[src/rtl/amo_exec_unit_if.sv]
// Request/response, data-memory and snoop signals of the atomic execution unit.
interface amo_exec_unit_if #(
    parameter int unsigned XLEN = 32
);
    logic            req_valid;
    logic            req_ready;
    logic [4:0]      req_funct5;
    logic [XLEN-1:0] req_addr;
    logic [XLEN-1:0] req_wdata;

    logic            resp_valid;
    logic [XLEN-1:0] resp_rdata;
    logic            resp_err;

    logic            mem_req;
    logic            mem_we;
    logic [XLEN-1:0] mem_addr;
    logic [XLEN-1:0] mem_wdata;
    logic [XLEN-1:0] mem_rdata;
    logic            mem_ack;

    logic            snoop_we;
    logic [XLEN-1:0] snoop_addr;

    // Core, memory and snoop side of the unit
    modport master (
        output req_valid, req_funct5, req_addr, req_wdata,
        output mem_rdata, mem_ack, snoop_we, snoop_addr,
        input  req_ready, resp_valid, resp_rdata, resp_err,
        input  mem_req, mem_we, mem_addr, mem_wdata
    );

    // The atomic execution unit itself
    modport slave (
        input  req_valid, req_funct5, req_addr, req_wdata,
        input  mem_rdata, mem_ack, snoop_we, snoop_addr,
        output req_ready, resp_valid, resp_rdata, resp_err,
        output mem_req, mem_we, mem_addr, mem_wdata
    );
endinterface

[src/rtl/amo_exec_unit.sv]
// Atomic memory operation unit: executes LR.W, SC.W and AMO*.W as a
// read-modify-write sequence on the data port and holds the LR/SC reservation.
module amo_exec_unit #(
    parameter int unsigned XLEN     = 32,
    parameter int unsigned RSV_GRAN = 2
) (
    input logic            clk,
    input logic            reset,
    amo_exec_unit_if.slave bus
);
    localparam int unsigned GW = XLEN - RSV_GRAN;

    typedef enum logic [1:0] {IDLE, READ, WRITE, RESP} state_t;

    typedef enum logic [3:0] {
        OP_LR, OP_SC, OP_SWAP, OP_ADD, OP_XOR, OP_AND, OP_OR,
        OP_MIN, OP_MAX, OP_MINU, OP_MAXU, OP_BAD
    } op_t;

    state_t          state_q, state_d;
    op_t             req_op, op_q;
    logic [XLEN-1:0] addr_q, rs2_q, rdata_q, wdata_q;
    logic            err_q;
    logic            rsv_valid_q;
    logic [GW-1:0]   rsv_gran_q;

    logic            accept, req_bad, snoop_hit, sc_ok;
    logic [XLEN-1:0] amo_new;

    // Classify the incoming funct5
    always_comb begin
        req_op = OP_BAD;
        case (bus.req_funct5)
            5'b00010: req_op = OP_LR;
            5'b00011: req_op = OP_SC;
            5'b00001: req_op = OP_SWAP;
            5'b00000: req_op = OP_ADD;
            5'b00100: req_op = OP_XOR;
            5'b01100: req_op = OP_AND;
            5'b01000: req_op = OP_OR;
            5'b10000: req_op = OP_MIN;
            5'b10100: req_op = OP_MAX;
            5'b11000: req_op = OP_MINU;
            5'b11100: req_op = OP_MAXU;
            default:  req_op = OP_BAD;
        endcase
    end

    assign accept    = (state_q == IDLE) && bus.req_valid;
    assign req_bad   = (bus.req_addr[1:0] != 2'b00) || (req_op == OP_BAD);
    assign snoop_hit = bus.snoop_we && rsv_valid_q &&
                       (bus.snoop_addr[XLEN-1:RSV_GRAN] == rsv_gran_q);
    // A matching snoop in the accept cycle kills the reservation before the SC sees it
    assign sc_ok     = rsv_valid_q && !snoop_hit &&
                       (bus.req_addr[XLEN-1:RSV_GRAN] == rsv_gran_q);

    // New memory value from the old word and the rs2 operand
    always_comb begin
        amo_new = rs2_q;
        case (op_q)
            OP_ADD:  amo_new = bus.mem_rdata + rs2_q;
            OP_XOR:  amo_new = bus.mem_rdata ^ rs2_q;
            OP_AND:  amo_new = bus.mem_rdata & rs2_q;
            OP_OR:   amo_new = bus.mem_rdata | rs2_q;
            OP_MIN:  amo_new = ($signed(bus.mem_rdata) <= $signed(rs2_q)) ? bus.mem_rdata : rs2_q;
            OP_MAX:  amo_new = ($signed(bus.mem_rdata) >= $signed(rs2_q)) ? bus.mem_rdata : rs2_q;
            OP_MINU: amo_new = (bus.mem_rdata <= rs2_q) ? bus.mem_rdata : rs2_q;
            OP_MAXU: amo_new = (bus.mem_rdata >= rs2_q) ? bus.mem_rdata : rs2_q;
            default: amo_new = rs2_q;
        endcase
    end

    // State register
    always_ff @(posedge clk) begin
        if (reset) state_q <= IDLE;
        else       state_q <= state_d;
    end

    // Next-state logic
    always_comb begin
        state_d = state_q;
        case (state_q)
            IDLE: begin
                if (accept) begin
                    if (req_bad)               state_d = RESP;
                    else if (req_op == OP_SC)  state_d = sc_ok ? WRITE : RESP;
                    else                       state_d = READ;
                end
            end
            READ:    if (bus.mem_ack) state_d = (op_q == OP_LR) ? RESP : WRITE;
            WRITE:   if (bus.mem_ack) state_d = RESP;
            RESP:    state_d = IDLE;
            default: state_d = IDLE;
        endcase
    end

    // Moore outputs; data outputs are forced to zero outside their phases
    always_comb begin
        bus.req_ready  = (state_q == IDLE);
        bus.resp_valid = (state_q == RESP);
        bus.resp_rdata = (state_q == RESP) ? rdata_q : '0;
        bus.resp_err   = (state_q == RESP) && err_q;
        bus.mem_req    = (state_q == READ) || (state_q == WRITE);
        bus.mem_we     = (state_q == WRITE);
        bus.mem_addr   = ((state_q == READ) || (state_q == WRITE)) ? addr_q : '0;
        bus.mem_wdata  = (state_q == WRITE) ? wdata_q : '0;
    end

    // Operand capture on accept, old value and write data capture on read ack
    always_ff @(posedge clk) begin
        if (reset) begin
            op_q    <= OP_LR;
            addr_q  <= '0;
            rs2_q   <= '0;
            rdata_q <= '0;
            wdata_q <= '0;
            err_q   <= 1'b0;
        end else begin
            if (accept) begin
                op_q    <= req_op;
                addr_q  <= bus.req_addr;
                rs2_q   <= bus.req_wdata;
                wdata_q <= bus.req_wdata;
                err_q   <= req_bad;
                if (!req_bad && req_op == OP_SC)
                    rdata_q <= {{(XLEN-1){1'b0}}, !sc_ok};
                else
                    rdata_q <= '0;
            end else if (state_q == READ && bus.mem_ack) begin
                rdata_q <= bus.mem_rdata;
                wdata_q <= amo_new;
            end
        end
    end

    // Reservation: an LR completing its read wins over a same-cycle snoop
    always_ff @(posedge clk) begin
        if (reset) begin
            rsv_valid_q <= 1'b0;
            rsv_gran_q  <= '0;
        end else if (state_q == READ && bus.mem_ack && op_q == OP_LR) begin
            rsv_valid_q <= 1'b1;
            rsv_gran_q  <= addr_q[XLEN-1:RSV_GRAN];
        end else if (snoop_hit) begin
            rsv_valid_q <= 1'b0;
        end else if (accept && !req_bad && req_op == OP_SC) begin
            rsv_valid_q <= 1'b0;
        end else if (state_q == WRITE && bus.mem_ack && op_q != OP_SC &&
                     addr_q[XLEN-1:RSV_GRAN] == rsv_gran_q) begin
            rsv_valid_q <= 1'b0;
        end
    end
endmodule

[src/flat_wrapper.sv]
// flat-port wrapper written by rule: the top's interface ports become plain ports
module amo_exec_unit_flat 
#(
    parameter int unsigned XLEN     = 32,
    parameter int unsigned RSV_GRAN = 2
)
  (clk, reset, bus_req_valid, bus_req_funct5, bus_req_addr, bus_req_wdata, bus_mem_rdata, bus_mem_ack, bus_snoop_we, bus_snoop_addr, bus_req_ready, bus_resp_valid, bus_resp_rdata, bus_resp_err, bus_mem_req, bus_mem_we, bus_mem_addr, bus_mem_wdata);
  amo_exec_unit_if #(.XLEN(XLEN)) bus_i ();
  input logic clk;
  input logic reset;
  input wire logic [$bits(bus_i.req_valid)-1:0] bus_req_valid;
  input wire logic [$bits(bus_i.req_funct5)-1:0] bus_req_funct5;
  input wire logic [$bits(bus_i.req_addr)-1:0] bus_req_addr;
  input wire logic [$bits(bus_i.req_wdata)-1:0] bus_req_wdata;
  input wire logic [$bits(bus_i.mem_rdata)-1:0] bus_mem_rdata;
  input wire logic [$bits(bus_i.mem_ack)-1:0] bus_mem_ack;
  input wire logic [$bits(bus_i.snoop_we)-1:0] bus_snoop_we;
  input wire logic [$bits(bus_i.snoop_addr)-1:0] bus_snoop_addr;
  output wire logic [$bits(bus_i.req_ready)-1:0] bus_req_ready;
  output wire logic [$bits(bus_i.resp_valid)-1:0] bus_resp_valid;
  output wire logic [$bits(bus_i.resp_rdata)-1:0] bus_resp_rdata;
  output wire logic [$bits(bus_i.resp_err)-1:0] bus_resp_err;
  output wire logic [$bits(bus_i.mem_req)-1:0] bus_mem_req;
  output wire logic [$bits(bus_i.mem_we)-1:0] bus_mem_we;
  output wire logic [$bits(bus_i.mem_addr)-1:0] bus_mem_addr;
  output wire logic [$bits(bus_i.mem_wdata)-1:0] bus_mem_wdata;
  assign bus_i.req_valid = bus_req_valid;
  assign bus_i.req_funct5 = bus_req_funct5;
  assign bus_i.req_addr = bus_req_addr;
  assign bus_i.req_wdata = bus_req_wdata;
  assign bus_i.mem_rdata = bus_mem_rdata;
  assign bus_i.mem_ack = bus_mem_ack;
  assign bus_i.snoop_we = bus_snoop_we;
  assign bus_i.snoop_addr = bus_snoop_addr;
  assign bus_req_ready = bus_i.req_ready;
  assign bus_resp_valid = bus_i.resp_valid;
  assign bus_resp_rdata = bus_i.resp_rdata;
  assign bus_resp_err = bus_i.resp_err;
  assign bus_mem_req = bus_i.mem_req;
  assign bus_mem_we = bus_i.mem_we;
  assign bus_mem_addr = bus_i.mem_addr;
  assign bus_mem_wdata = bus_i.mem_wdata;
  amo_exec_unit #(.XLEN(XLEN), .RSV_GRAN(RSV_GRAN)) u_core (.clk(clk), .reset(reset), .bus(bus_i));
endmodule
[config.mk]
export PLATFORM = sky130hd
export DESIGN_NAME = amo_exec_unit_flat
export DESIGN_NICKNAME = d
export VERILOG_FILES = /design/src/rtl/amo_exec_unit_if.sv /design/src/rtl/amo_exec_unit.sv /design/src/flat_wrapper.sv
export SDC_FILE = /design/constraint.sdc
export NUM_CORES = 1
export LEC_CHECK = 0
export ABC_AREA = 1
export BUFFER_PORTS_ARGS = -buffer_cell sky130_fd_sc_hd__clkbuf_2
export CAP_MARGIN = 20
export CORE_MARGIN = 4
export CORE_UTILIZATION = 35
export CTS_BUF_LIST = sky130_fd_sc_hd__clkbuf_16
export CTS_CLUSTER_DIAMETER = 100
export CTS_CLUSTER_SIZE = 12
export DETAILED_ROUTE_END_ITERATION = 8
export PLACE_DENSITY = 0.56
export SYNTH_ARGS = -nofsm -noshare
export SYNTH_HDL_FRONTEND = slang
export SYNTH_SLANG_ARGS = --single-unit
export TNS_END_PERCENT = 1
[constraint.sdc]
create_clock -name clk -period 4.6 [get_ports clk]
set_input_delay 0.23 -clock clk [delete_from_list [all_inputs] [get_ports clk]]
set_output_delay 0.23 -clock clk [all_outputs]
set_load 0.02 [all_outputs]
# Yosys cells after proc, flatten, opt, wreduce, memory -nomap -nowiden
# Memory sizes are Yosys's and may differ from the RTL's.
# Cells that the tools add are included.
[classes] add_sub_neg=1 magnitude_cmp=4 n_eq_ne=20 mux=25 n_bitwise=3 n_reduce_logical=25
[ops] operator="$mux 32" count=11
[ops] operator="$pmux 32 s8" count=1
[ops] operator="$eq 30x30->1" count=3
[ops] operator="$ge 32x32->1" count=2
[ops] operator="$le 32x32->1" count=2
[ops] operator="$add 32x32->32" count=1
[ops] operator="$and 32x32->32" count=1
[ops] operator="$or 32x32->32" count=1
[ops] operator="$xor 32x32->32" count=1
[ops] operator="$eq 4x3->1 const B" count=4
[ops] operator="$eq 4x4->1 const B" count=4
[ops] operator="$logic_and 1x1->1" count=14
[ops] operator="$mux 2" count=5
[ops] operator="$pmux 2 s4" count=1
[ops] operator="$mux 1" count=7
[ops] operator="$eq 2x2->1 const B" count=2
[ops] operator="$eq 4x1->1 const B" count=1
[ops] operator="$eq 4x2->1 const B" count=1
[ops] operator="$logic_not 4->1" count=1
[ops] operator="$ne 2x2->1 const B" count=2
[ops] operator="$ne 4x1->1 const B" count=1
[ops] operator="$reduce_bool 2->1" count=2
[ops] operator="$reduce_bool 4->1" count=1
[ops] operator="$logic_not 1->1" count=3
[ops] operator="5 further kinds" count=6
[word_totals] reg_bits=166 romBits=128 in_bits=138 out_inout_bits=101 elab_cells=88 n_memories=1
[mem_list] name="(name not given)" depth=32 word_bits=4 rd=1 rd_clocked_by_memory_dff=0 wr=0 line="amo_exec_unit.sv:33" source="case (bus.req_funct5)"

# Longest topological paths before layout
# Gate-level depths: netlist of run 1.
[logic_depth] ltp_word=10 mapped_depth=22 mapped_depth_nobuf=21

# Least setup slack after synthesis of run 1
# No wires, ideal clock.
[synth_timing] path_type="flip-flop to flip-flop" startpoint="register u_core.rs2_q[31]" endpoint="register u_core.wdata_q[10]" setup_ns=0.117 t_arrival_ns=2.435 t_required_ns=4.483 slack_ns=2.048 stages_incl_launch_ff=15 n_path_buf=1 synth_period_minus_slack_ns=2.552 path_cell_list="dfxtp_1 > inv_1 > ha_1 > nor2_1 > nand3_1 > nor2_1 > and3_1 > nand2_1 > nand3_1 > clkbuf_1 > a21oi_1 > nor2_1 > nand3_1 > a21oi_1 > nor2_1"
[synth_between] elab_chain_cells=5 word_cells_on_any_way=11 classes_between="order compare: 4; mux: 7"
[synth_lines] element="start: declaration" line="amo_exec_unit.sv:22" source="logic [XLEN-1:0] addr_q, rs2_q, rdata_q, wdata_q;"
[synth_lines] element="start signal: assignment" line="amo_exec_unit.sv:122" source="rs2_q <= bus.req_wdata;"
[synth_lines] element="$ge 32x32->1 (tied with other cells)" line="amo_exec_unit.sv:68" source="OP_MAXU: amo_new = (bus.mem_rdata >= rs2_q) ? bus.mem_rdata : rs2_q;"
[synth_lines] element="$mux 32, on equally long branches"
[synth_lines] element="$pmux 32 s8 *" line="amo_exec_unit.sv:60" source="case (op_q)"
[synth_lines] element="$mux 32 *" line="amo_exec_unit.sv:129" source="end else if (state_q == READ && bus.mem_ack) begin"
[synth_lines] element="$mux 32 *" line="amo_exec_unit.sv:119" source="if (accept) begin"
[synth_lines] element="end signal: assignment" line="amo_exec_unit.sv:123" source="wdata_q <= bus.req_wdata;"
[synth_lines] element="end signal: assignment" line="amo_exec_unit.sv:131" source="wdata_q <= amo_new;"
[synth_lines] element="end: declaration" line="amo_exec_unit.sv:22"
# Mark *: on every way between the ends. The rest lies on a longest branch, timed or not. The select of a mux whose other input is x is not followed.
# A chain may end at the register's enable or synchronous reset.

# Final worst setup path of run 1
[layout_timing] startpoint="register u_core.rs2_q[29]" endpoint="register u_core.wdata_q[8]"
# Same word-level chain as after synthesis.

==> results of run 1 <==
cell families after synthesis:
kind of cell               share of synthesized area (%)
AOI/OAI and AO/OA                                   18.9
adders and majority gates                           8.98
and+or+nand+nor                                     33.5
buffers and inverters                               13.3
xor gates and xnor gates                            2.31
DFF                                                 23.0
path summary, 6_finish.rpt:
| check | start | endpoint | slack (ns) | cells past startpoint |
|---|---|---|---|---|
| worst max-delay path | u_core.rs2_q[29] | u_core.wdata_q[8] | 0.81 | 15 |
| worst min-delay path | bus_req_wdata[12] | u_core.rs2_q[12] | 0.03 | 3 |
| worst max register to register | u_core.rs2_q[29] | u_core.wdata_q[8] | 0.81 | 15 |
| worst min register to register | u_core.rdata_q[16] | u_core.rdata_q[16] | 0.47 | 2 |
layout by cell type, fill, tap and decap left out, types with 7 or more instances in the layout:
cell type  Yosys  layout
ha_1         102     101
nor4_1        15      15
inv_1        373     371
buf_4          1      36
nor2_1       179     177
clkbuf_16      0      17
nand4_1       35      35
nand3_1      270     270
dfxtp_1      166     166
a21oi_1      196     196
o2111ai_1      7       7
nand2_1      596     594
o21ai_0      180     180
a211oi_1       8       8
o22ai_1       76      76
o221ai_1       7       7
xor2_1        24      24
clkbuf_2       1     236
o21bai_1      10      10
xnor2_1       14      14
nor3_1        23      22
critical path, cell delays in order (launching register included):
cell	delay, ns
dfxtp_1	0.37
inv_1	0.14
ha_1	0.35
inv_1	0.23
nand3_1	0.15
nor2_1	0.25
and3_1	0.25
nand2_1	0.30
nand2_2	0.27
nand2_1	0.17
nand2_2	0.61
nand3_1	0.16
nand3_1	0.11
nand3_1	0.10
a21oi_1	0.15
nor2_1	0.05
registers in the layout (all words and copies together), names as in the netlist:
name                cells
u_core.addr_q          32
u_core.err_q            1
u_core.op_q             4
u_core.rdata_q         32
u_core.rs2_q           32
u_core.rsv_gran_q      30
u_core.rsv_valid_q      1
u_core.state_q          2
u_core.wdata_q         32
power by group through the flow:
stage	logic, mW	registers [mW]	clock network, mW
after floorplan	2.67	1.96	0
after global placement	3.80	2.02	0
after detailed placement	3.84	2.03	0
after CTS	3.86	2.00	1.50
after global routing	4.34	2.05	1.55
final	3.88	2.00	1.46
metal layers:
metal	track usage, %	vias up	part of all wire [%]
met5	0	-	0
met4	7.22	0	2.1
met3	3.68	72	5.4
met2	41.6	562	47
met1	34.1	7932	46
li1	-	8287	-
area by class of cell:
class	count	share of cell area, %
inverters	380	8.56
well taps	532	4.00
flip-flops and latches	166	19.9
repair buffers	273	8.78
clock buffers	17	2.55
clock inverters	15	0.856
multi-input cells	1773	55.3
diodes	1	0.0150
==> flow_summary.json, run 1 <==
{
  "status": "completed",
  "required_ns": 4.97,
  "synth_common_cells": "596 x nand2_1, 373 x inv_1, 270 x nand3_1",
  "critPathLaunchType": "flip-flop",
  "final_layout_size_suffix_gt1_share_pct": 12.4,
  "end_kind": "flip-flop",
  "final.period_utilization_pct": 82.4,
  "finClkSkew_ns": 0.0156,
  "ctsHoldBuffers": 0,
  "clk_pin_slew_ns": 0.07,
  "register_area_um2": 3320,
  "ys.warnings.count": 0,
  "post_cts_buffers": 0,
  "critPathMaxFanout": 27,
  "slew_violations": 0,
  "clock_sink_count": 166,
  "cts.path.max_buffers": 2,
  "synthCells": 2438,
  "ir_worst_vdd_mv": 0.300,
  "power.share.clock_pct": 19.9,
  "min_period_ns": 3.79,
  "p_switching_mw": 3.65,
  "clkLatencyLatePin_ns": 0.47,
  "grt_max_degree": 62,
  "port_buffers": 236,
  "synth_enable_flop_cells": 0,
  "grt_antenna_before_repair": 0,
  "place_area_um2": 16100,
  "fp-row-count": 74,
  "fillCellCount": 4489,
  "holdWs_ns": 0.0275,
  "p_int_mw": 3.70,
  "drtIter0Drc": 1377,
  "finalHoldViolCount": 0,
  "via_count": 16900,
  "synth_area_um2": 14400,
  "routed_wl_um": 57500,
  "grt_pass1_vias": 16200,
  "seq_power_share_pct": 27.3,
  "fin_area_um2": 16700,
  "maxCapViolations": 0,
  "synth.area.top_cells": "dfxtp_1 23%, nand2_1 16%, inv_1 9.7%",
  "drt_first_pass_iters": 6,
  "routabilityCongestion": 0.935,
  "wl_per_cell_um": 18.2,
  "maxSlewHeadroom_pct": 29.2,
  "syn2layout_area_growth_pct": 15.5,
  "layout_setup_ws_ns": 0.809,
  "placed_cells": 3124,
  "syn_area_per_cell_um2": 5.92,
  "max_freq_ghz": 0.264,
  "layoutNonFillerInstCount": 3157,
  "via_per_inst": 5.34,
  "die_y_um": 211,
  "grt_pass1_wl_um": 89800,
  "hold_path_class": "primary input to flip-flop",
  "leakage_nw": 8.69,
  "yosys.area.top_type": "dfxtp_1",
  "multi_input_area_um2": 9210,
  "h-tree-depth": 4,
  "grt_util_all_layers_pct": 25.1,
  "ys_seq_elements": 166,
  "core-area_um2": 40800,
  "cts_tree": "yes",
  "setup_viol": 0,
  "ant_nets": 0,
  "fp.dieW_um": 211,
  "synth-main-ff-cell": "dfxtp_1",
  "rsz0062_at_grt": "false",
  "grt-ovfl-total": 0,
  "dieArea_um2": 44500,
  "cts.repair.resized": 0,
  "p_sw_share_pct": 49.7,
  "max_slew.worst_pin.slew_ns": 1.06,
  "synth_top_area_share_pct": 23.0,
  "cts_root_buf": "clkbuf_16",
  "nets": 2852,
  "total_power_mw": 7.34,
  "async_reset_ff_share_pct": 0,
  "start_util_pct": 35.3,
  "cts_buffers": 17,
  "io_pins": 239,
  "synthDistinctLibCells": 46,
  "dpl.hpwl_um": 42900,
  "post-place-ws_ns": 0.897,
  "finalSetupTns_ns": 0,
  "path_class": "flip-flop to flip-flop",
  "fin_util_pct": 40.8,
  "drc": 0,
  "synthMostInstantiatedCell": "nand2_1",
  "pwr-share-comb_pct": 52.8,
  "cp_data_arrival_time_ns": 4.16,
  "p_per_area_nw_per_um2": 441,
  "yosysSeqAreaShare_pct": 23.0,
  "syn-num-nets": 2679
}
Power figures use the tool's default switching activity.
==> inputs of run 2 (changes only) <==
--- a/config.mk
+++ b/config.mk
@@ -14,7 +14,7 @@
 export CTS_CLUSTER_DIAMETER = 100
 export CTS_CLUSTER_SIZE = 12
 export DETAILED_ROUTE_END_ITERATION = 8
-export PLACE_DENSITY = 0.56
+export PLACE_DENSITY = 0.58
 export SYNTH_ARGS = -nofsm -noshare
 export SYNTH_HDL_FRONTEND = slang
 export SYNTH_SLANG_ARGS = --single-unit
==> constraint.sdc (replaced) <==
create_clock -name clk -period 3.46 [get_ports clk]
set_input_delay 0.173 -clock clk [delete_from_list [all_inputs] [get_ports clk]]
set_output_delay 0.173 -clock clk [all_outputs]
set_load 0.02 [all_outputs]
==> run 2 against run 1 <==
Combinational power up 38%. Die area did not move. Flip-flop and latch count unchanged. Critical path depth increased by 1. Sequential power up 33%. Clock-buffer cell count unchanged. Largest power group unchanged. Largest cell class unchanged. Utilization up 1.3 points. Via count up 1.8%. Register-to-register slack got worse by 0.56 ns. First-iteration DRC count up 7.2%. Critical path type unchanged. Power grew 35%. Design area grew 3.1%. Critical endpoint is now u_core.wdata_q[25].
==> flow_summary.json, run 2 (synthesis gave the netlist of run 1 again) <==
{
  "via_per_inst": 5.35,
  "p_per_area_nw_per_um2": 578,
  "cts_buffers": 17,
  "rr_worst_depth": 16,
  "post-place-ws_ns": 0.0494,
  "die_y_um": 211,
  "grt_max_degree": 62,
  "path_delay_family": "simple AND/OR/NAND/NOR gates",
  "via_count": 17200,
  "h-tree-depth": 4,
  "nets": 2901,
  "io_pins": 239,
  "whs_path_depth": 3,
  "hp-start": "bus_req_addr[8]",
  "register_area_um2": 3320,
  "regToRegSetupSlack_ns": 0.25,
  "grt_antenna_before_repair": 1,
  "total_power_mw": 9.93,
  "path_buf_inv": 2,
  "drtIter0Drc": 1476,
  "p_sw_share_pct": 49.3,
  "power.share.clock_pct": 19.4,
  "p_switching_mw": 4.89,
  "grt-ovfl-total": 0,
  "multi_input_area_um2": 9230,
  "max_slew.worst_pin.slew_ns": 1.05,
  "wl_per_cell_um": 18.2,
  "cp_data_arrival_time_ns": 3.56,
  "grt_pass1_wl_um": 90200,
  "finClkSkew_ns": 0.0125,
  "crit_path_top_delay_cell": "ha_1",
  "seq_power_share_pct": 26.8,
  "r2r_start": "u_core.rs2_q[31]",
  "holdWs_ns": 0.0147,
  "critPathMaxFanout": 16,
  "post_cts_buffers": 0,
  "crit_chain": "inv_1, ha_1, nor2_1, nand3_1, nor2_2, and3_1, nand2_2, nand2_4, nand2_1, nand3_1, buf_4, nand2_1, nand3_1, nand2_1, o21bai_1, a21oi_1",
  "hold_path_class": "primary input to flip-flop",
  "max_stage_delay_ns": 0.40,
  "p_int_mw": 5.04,
  "slew_violations": 0,
  "core-area_um2": 40800,
  "start_util_pct": 35.3,
  "cts_root_buf": "clkbuf_16",
  "final_cell_mix": "593 x nand2_1, 371 x inv_1, 270 x nand3_1",
  "port_buffers": 236,
  "ant_nets": 0,
  "finalSetupTns_ns": 0,
  "min_delay_worst_endpoint": "u_core.addr_q[8]",
  "max_freq_ghz": 0.311,
  "r2r-end": "u_core.wdata_q[25]",
  "maxCapViolations": 0,
  "grt_util_all_layers_pct": 25.2,
  "min_period_ns": 3.21,
  "rsz0062_at_grt": "false",
  "grt_pass1_vias": 16200,
  "routed_wl_um": 58300,
  "cts.path.max_buffers": 2,
  "setup_viol": 0,
  "status": "completed",
  "leakage_nw": 8.91,
  "maxSlewHeadroom_pct": 29.8,
  "finalHoldViolCount": 0,
  "ir_worst_vdd_mv": 0.351,
  "clock_sink_count": 166,
  "fp-row-count": 74,
  "layout_setup_ws_ns": 0.245,
  "required_ns": 3.81,
  "final_layout_size_suffix_gt1_share_pct": 12.8,
  "final.period_utilization_pct": 92.9,
  "fillCellCount": 4400,
  "dpl.hpwl_um": 43800,
  "dieArea_um2": 44500,
  "cts_tree": "yes",
  "final_common_cell": "nand2_1",
  "clk_pin_slew_ns": 0.08,
  "fp.dieW_um": 211,
  "pwr-share-comb_pct": 53.8,
  "critPathLaunchType": "flip-flop",
  "drt_first_pass_iters": 6,
  "clkLatencyLatePin_ns": 0.46,
  "routabilityCongestion": 0.937,
  "end_kind": "flip-flop",
  "path_class": "flip-flop to flip-flop",
  "syn2layout_area_growth_pct": 19.1,
  "drc": 0
}
## run 2: cell count changes in the layout (fill, tap and decap cells not counted), sizes merged
| cell | change |
|---|---|
| buf | +15 |
| clkinv | -1 |
| clkinvlp | +2 |
| dlygate4sd3 | +34 |
| inv | -2 |
## run 2: worst register-to-register path: stages, from the launching register on
cell      delay, ns
dfxtp_1        0.38
inv_1          0.13
ha_1           0.40
nor2_1         0.18
nand3_1        0.15
nor2_2         0.22
and3_1         0.25
nand2_2        0.16
nand2_4        0.16
nand2_1        0.16
nand3_1        0.16
buf_4          0.27
nand2_1        0.10
nand3_1        0.08
nand2_1        0.08
o21bai_1       0.15
a21oi_1        0.08
## run 2: area by class of cell
cell class / count / area share (%)
Antenna cell: 1 / 0.0146
Clock buffer: 17 / 2.48
Clock inverter: 14 / 0.852
Inverter: 380 / 8.30
Multi-Input combinational cell: 1773 / 53.7
Sequential cell: 166 / 19.3
Tap cell: 532 / 3.87
Timing Repair Buffer: 322 / 11.4
## run 2: worst max path at each step
| stage | depth (start not counted) | endpoint | slack (ns) | from |
|---|---|---|---|---|
| after detailed placement | 16 | u_core.wdata_q[28] | 0.05 | u_core.rs2_q[29] |
| after CTS | 16 | u_core.wdata_q[2] | 0.05 | u_core.rs2_q[29] |
| after floorplan | 14 | u_core.wdata_q[10] | 0.91 | u_core.rs2_q[31] |
| after global routing | 17 | u_core.wdata_q[15] | 0.001 | u_core.rs2_q[23] |
| after global placement | 16 | u_core.wdata_q[15] | 0.1 | u_core.rs2_q[29] |
| final | 16 | u_core.wdata_q[25] | 0.25 | u_core.rs2_q[31] |
## run 2: power by group through the flow
stage	combinational, mW	sequential [mW]	clock [mW]
2_1_floorplan	3.54	2.61	0
3_3_place_gp	5.15	2.68	0
3_5_place_dp	5.23	2.69	0
4_1_cts	5.29	2.65	1.98
5_1_grt	5.94	2.72	2.04
6_report	5.34	2.66	1.93
## run 2: per-stage QoR
step	cells	instance area [um2]	utilization (%)
2_1_floorplan	2438	14400	-
3_5_place_dp	3139	16200	39.8
4_1_cts	3204	17200	42.0
3_3_place_gp	3139	16200	39.8
6_report	3205	17200	42.1
5_1_grt	3205	17200	42.1
## run 2: layer usage
layer	wire length, um	vias up	track usage (%)	share of wire [%]
li1	-	8387	-	-
met1	26000	8058	34.6	45
met2	26800	623	41.2	46
met3	3810	92	3.42	6.5
met4	1630	0	8.23	2.8
met5	0	-	0	0
## run 2: repair_timing
item / in CTS / in global routing
hold buffers: 34 / 0
setup endpoints to repair: 2 / 32
pin swaps: 0 / 0
hold endpoints to repair: 34 / 0
gates cloned: 0 / 0
gates resized for setup: 1 / 5
==> inputs of run 3 (changes only) <==
--- a/config.mk
+++ b/config.mk
@@ -7,14 +7,15 @@
 export LEC_CHECK = 0
 export ABC_AREA = 1
 export BUFFER_PORTS_ARGS = -buffer_cell sky130_fd_sc_hd__clkbuf_2
-export CAP_MARGIN = 20
 export CORE_MARGIN = 4
 export CORE_UTILIZATION = 35
 export CTS_BUF_LIST = sky130_fd_sc_hd__clkbuf_16
 export CTS_CLUSTER_DIAMETER = 100
 export CTS_CLUSTER_SIZE = 12
 export DETAILED_ROUTE_END_ITERATION = 8
+export HOLD_SLACK_MARGIN = 0.06
 export PLACE_DENSITY = 0.58
+export RECOVER_POWER = 100
 export SYNTH_ARGS = -nofsm -noshare
 export SYNTH_HDL_FRONTEND = slang
 export SYNTH_SLANG_ARGS = --single-unit
==> run 3 against run 2 <==
Die area unchanged. Cell count increased by 1.5%. Power decreased by 0.33%. Largest cell class unchanged. Largest power group unchanged. Highest routed layer unchanged.
==> flow_summary.json, run 3 (synthesis gave the netlist of run 1 again) <==
{
  "max_slew.worst_pin.slew_ns": 1.40,
  "grt_pass1_wl_um": 91100,
  "crit_path_top_delay_cell": "dlygate4sd3_1",
  "routabilityCongestion": 0.937,
  "setup_viol": 0,
  "max_stage_delay_ns": 0.55,
  "grt_util_all_layers_pct": 25.4,
  "p_per_area_nw_per_um2": 566,
  "finalSetupTns_ns": 0,
  "slew_violations": 0,
  "cts_root_buf": "clkbuf_16",
  "grt_antenna_before_repair": 1,
  "dpl.hpwl_um": 43800,
  "grt-ovfl-total": 0,
  "final.period_utilization_pct": 93.8,
  "crit_chain": "dlygate4sd3_1, clkbuf_2, inv_1, ha_1, nor2_1, nand3_1, nor2_2, and3_1, nand2_2, nand2_4, nand2_1, nand3_1, buf_6, nand2_1, nand3_1, nand2_1, o21bai_1, a21oi_1",
  "via_count": 17300,
  "path_class": "primary input to flip-flop",
  "final_common_cell": "nand2_1",
  "h-tree-depth": 4,
  "ant_nets": 0,
  "fp.dieW_um": 211,
  "fp-row-count": 74,
  "grt_max_degree": 62,
  "required_ns": 3.80,
  "r2r_start": "u_core.rs2_q[31]",
  "finClkSkew_ns": 0.0135,
  "wl_per_cell_um": 18.0,
  "routed_wl_um": 58700,
  "syn2layout_area_growth_pct": 21.2,
  "leakage_nw": 8.75,
  "start_util_pct": 35.3,
  "rr_worst_depth": 16,
  "rsz0062_at_grt": "false",
  "port_buffers": 236,
  "dieArea_um2": 44500,
  "ir_worst_vdd_mv": 0.351,
  "grt_pass1_vias": 16500,
  "whs_path_depth": 3,
  "clkLatencyLatePin_ns": 0.46,
  "core-area_um2": 40800,
  "total_power_mw": 9.90,
  "regToRegSetupSlack_ns": 0.25,
  "die_y_um": 211,
  "hp-start": "bus_mem_rdata[13]",
  "io_pins": 239,
  "r2r-end": "u_core.wdata_q[28]",
  "critPathMaxFanout": 16,
  "critPathLaunchType": "primary input",
  "end_kind": "flip-flop",
  "cts_buffers": 17,
  "maxSlewHeadroom_pct": 6.66,
  "final_layout_size_suffix_gt1_share_pct": 8.68,
  "drc": 0,
  "layoutNonFillerInstCount": 3252,
  "hold_path_class": "primary input to flip-flop",
  "cp_data_arrival_time_ns": 3.58,
  "min_period_ns": 3.24,
  "nets": 2948,
  "cts_tree": "yes",
  "status": "completed",
  "cts.path.max_buffers": 2,
  "finalHoldViolCount": 0,
  "maxCapViolations": 0,
  "min_delay_worst_endpoint": "u_core.rdata_q[13]",
  "via_per_inst": 5.32,
  "clk_pin_slew_ns": 0.07,
  "final_cell_mix": "593 x nand2_1, 373 x inv_1, 270 x nand3_1",
  "placed_cells": 3139,
  "max_freq_ghz": 0.308,
  "drtIter0Drc": 1410,
  "clock_sink_count": 166,
  "drt_first_pass_iters": 6
}
[run 3: how the worst max path moves through the flow]
stage | end | slack, ns | start | cells past startpoint
floorplan | u_core.wdata_q[10] | 0.91 | u_core.rs2_q[31] | 14
CTS | u_core.wdata_q[2] | 0.05 | bus_mem_rdata[31] | 18
finish | u_core.wdata_q[28] | 0.22 | bus_mem_rdata[31] | 18
global route | u_core.wdata_q[2] | 0.004 | bus_mem_rdata[31] | 18
detailed placement | u_core.wdata_q[28] | 0.05 | u_core.rs2_q[29] | 16
global placement | u_core.wdata_q[15] | 0.1 | u_core.rs2_q[29] | 16
[run 3: worst max-delay path: cells and delay by family]
| kind | cells | cell delay (ns) |
|---|---|---|
| AND/OR/NAND/NOR | 11 | 1.63 |
| buffers and inverters | 4 | 1.04 |
| adder cells (fa/ha/maj) | 1 | 0.41 |
| AO/OA/AOI/OAI | 2 | 0.29 |
[run 3: cell type report]
type                            count  area, um2
Fill cell                        4404      23300
Multi-Input combinational cell   1773       9230
Sequential cell                   166       3320
Timing Repair Buffer              369       2280
Inverter                          380       1430
Tap cell                          532        666
Clock buffer                       17        425
Clock inverter                     14        146
Antenna cell                        1       2.50
[run 3: per-stage QoR]
step	area [um2]	setup WS, ns	utilization (%)	hold slack (ns)
after detailed placement	16200	0.0494	39.8	0.454
after floorplan	14400	0.908	-	0.335
after CTS	17600	0.0514	43.2	0.0640
after global routing	17500	0.00431	42.8	0.0861
final	17500	0.216	42.8	0.0873
after global placement	16200	0.0958	39.8	0.440
[run 3: power by group]
group / internal [mW] / leakage (nW) / switching [mW]
sequential: 2.33 / 1.36 / 0.334
combinational: 1.66 / 7.12 / 3.64
clock: 1.01 / 0.277 / 0.922
[run 3: what timing repair did]
action / CTS / global route
hold buffers: 81 / 0
cloned: 0 / 0
buffers inserted: 0 / 0
endpoints found under the hold margin: 98 / 0
setup endpoints to repair: 2 / 32
gates resized for setup: 1 / 6
[run 3: layer usage]
layer | track usage, % | wire length [um] | up-vias
met1 | 34.6 | 26300 | 8089
met5 | 0 | 0 | -
li1 | - | - | 8482
met4 | 8.61 | 1840 | 0
met3 | 3.52 | 3680 | 101
met2 | 41.6 | 26800 | 621
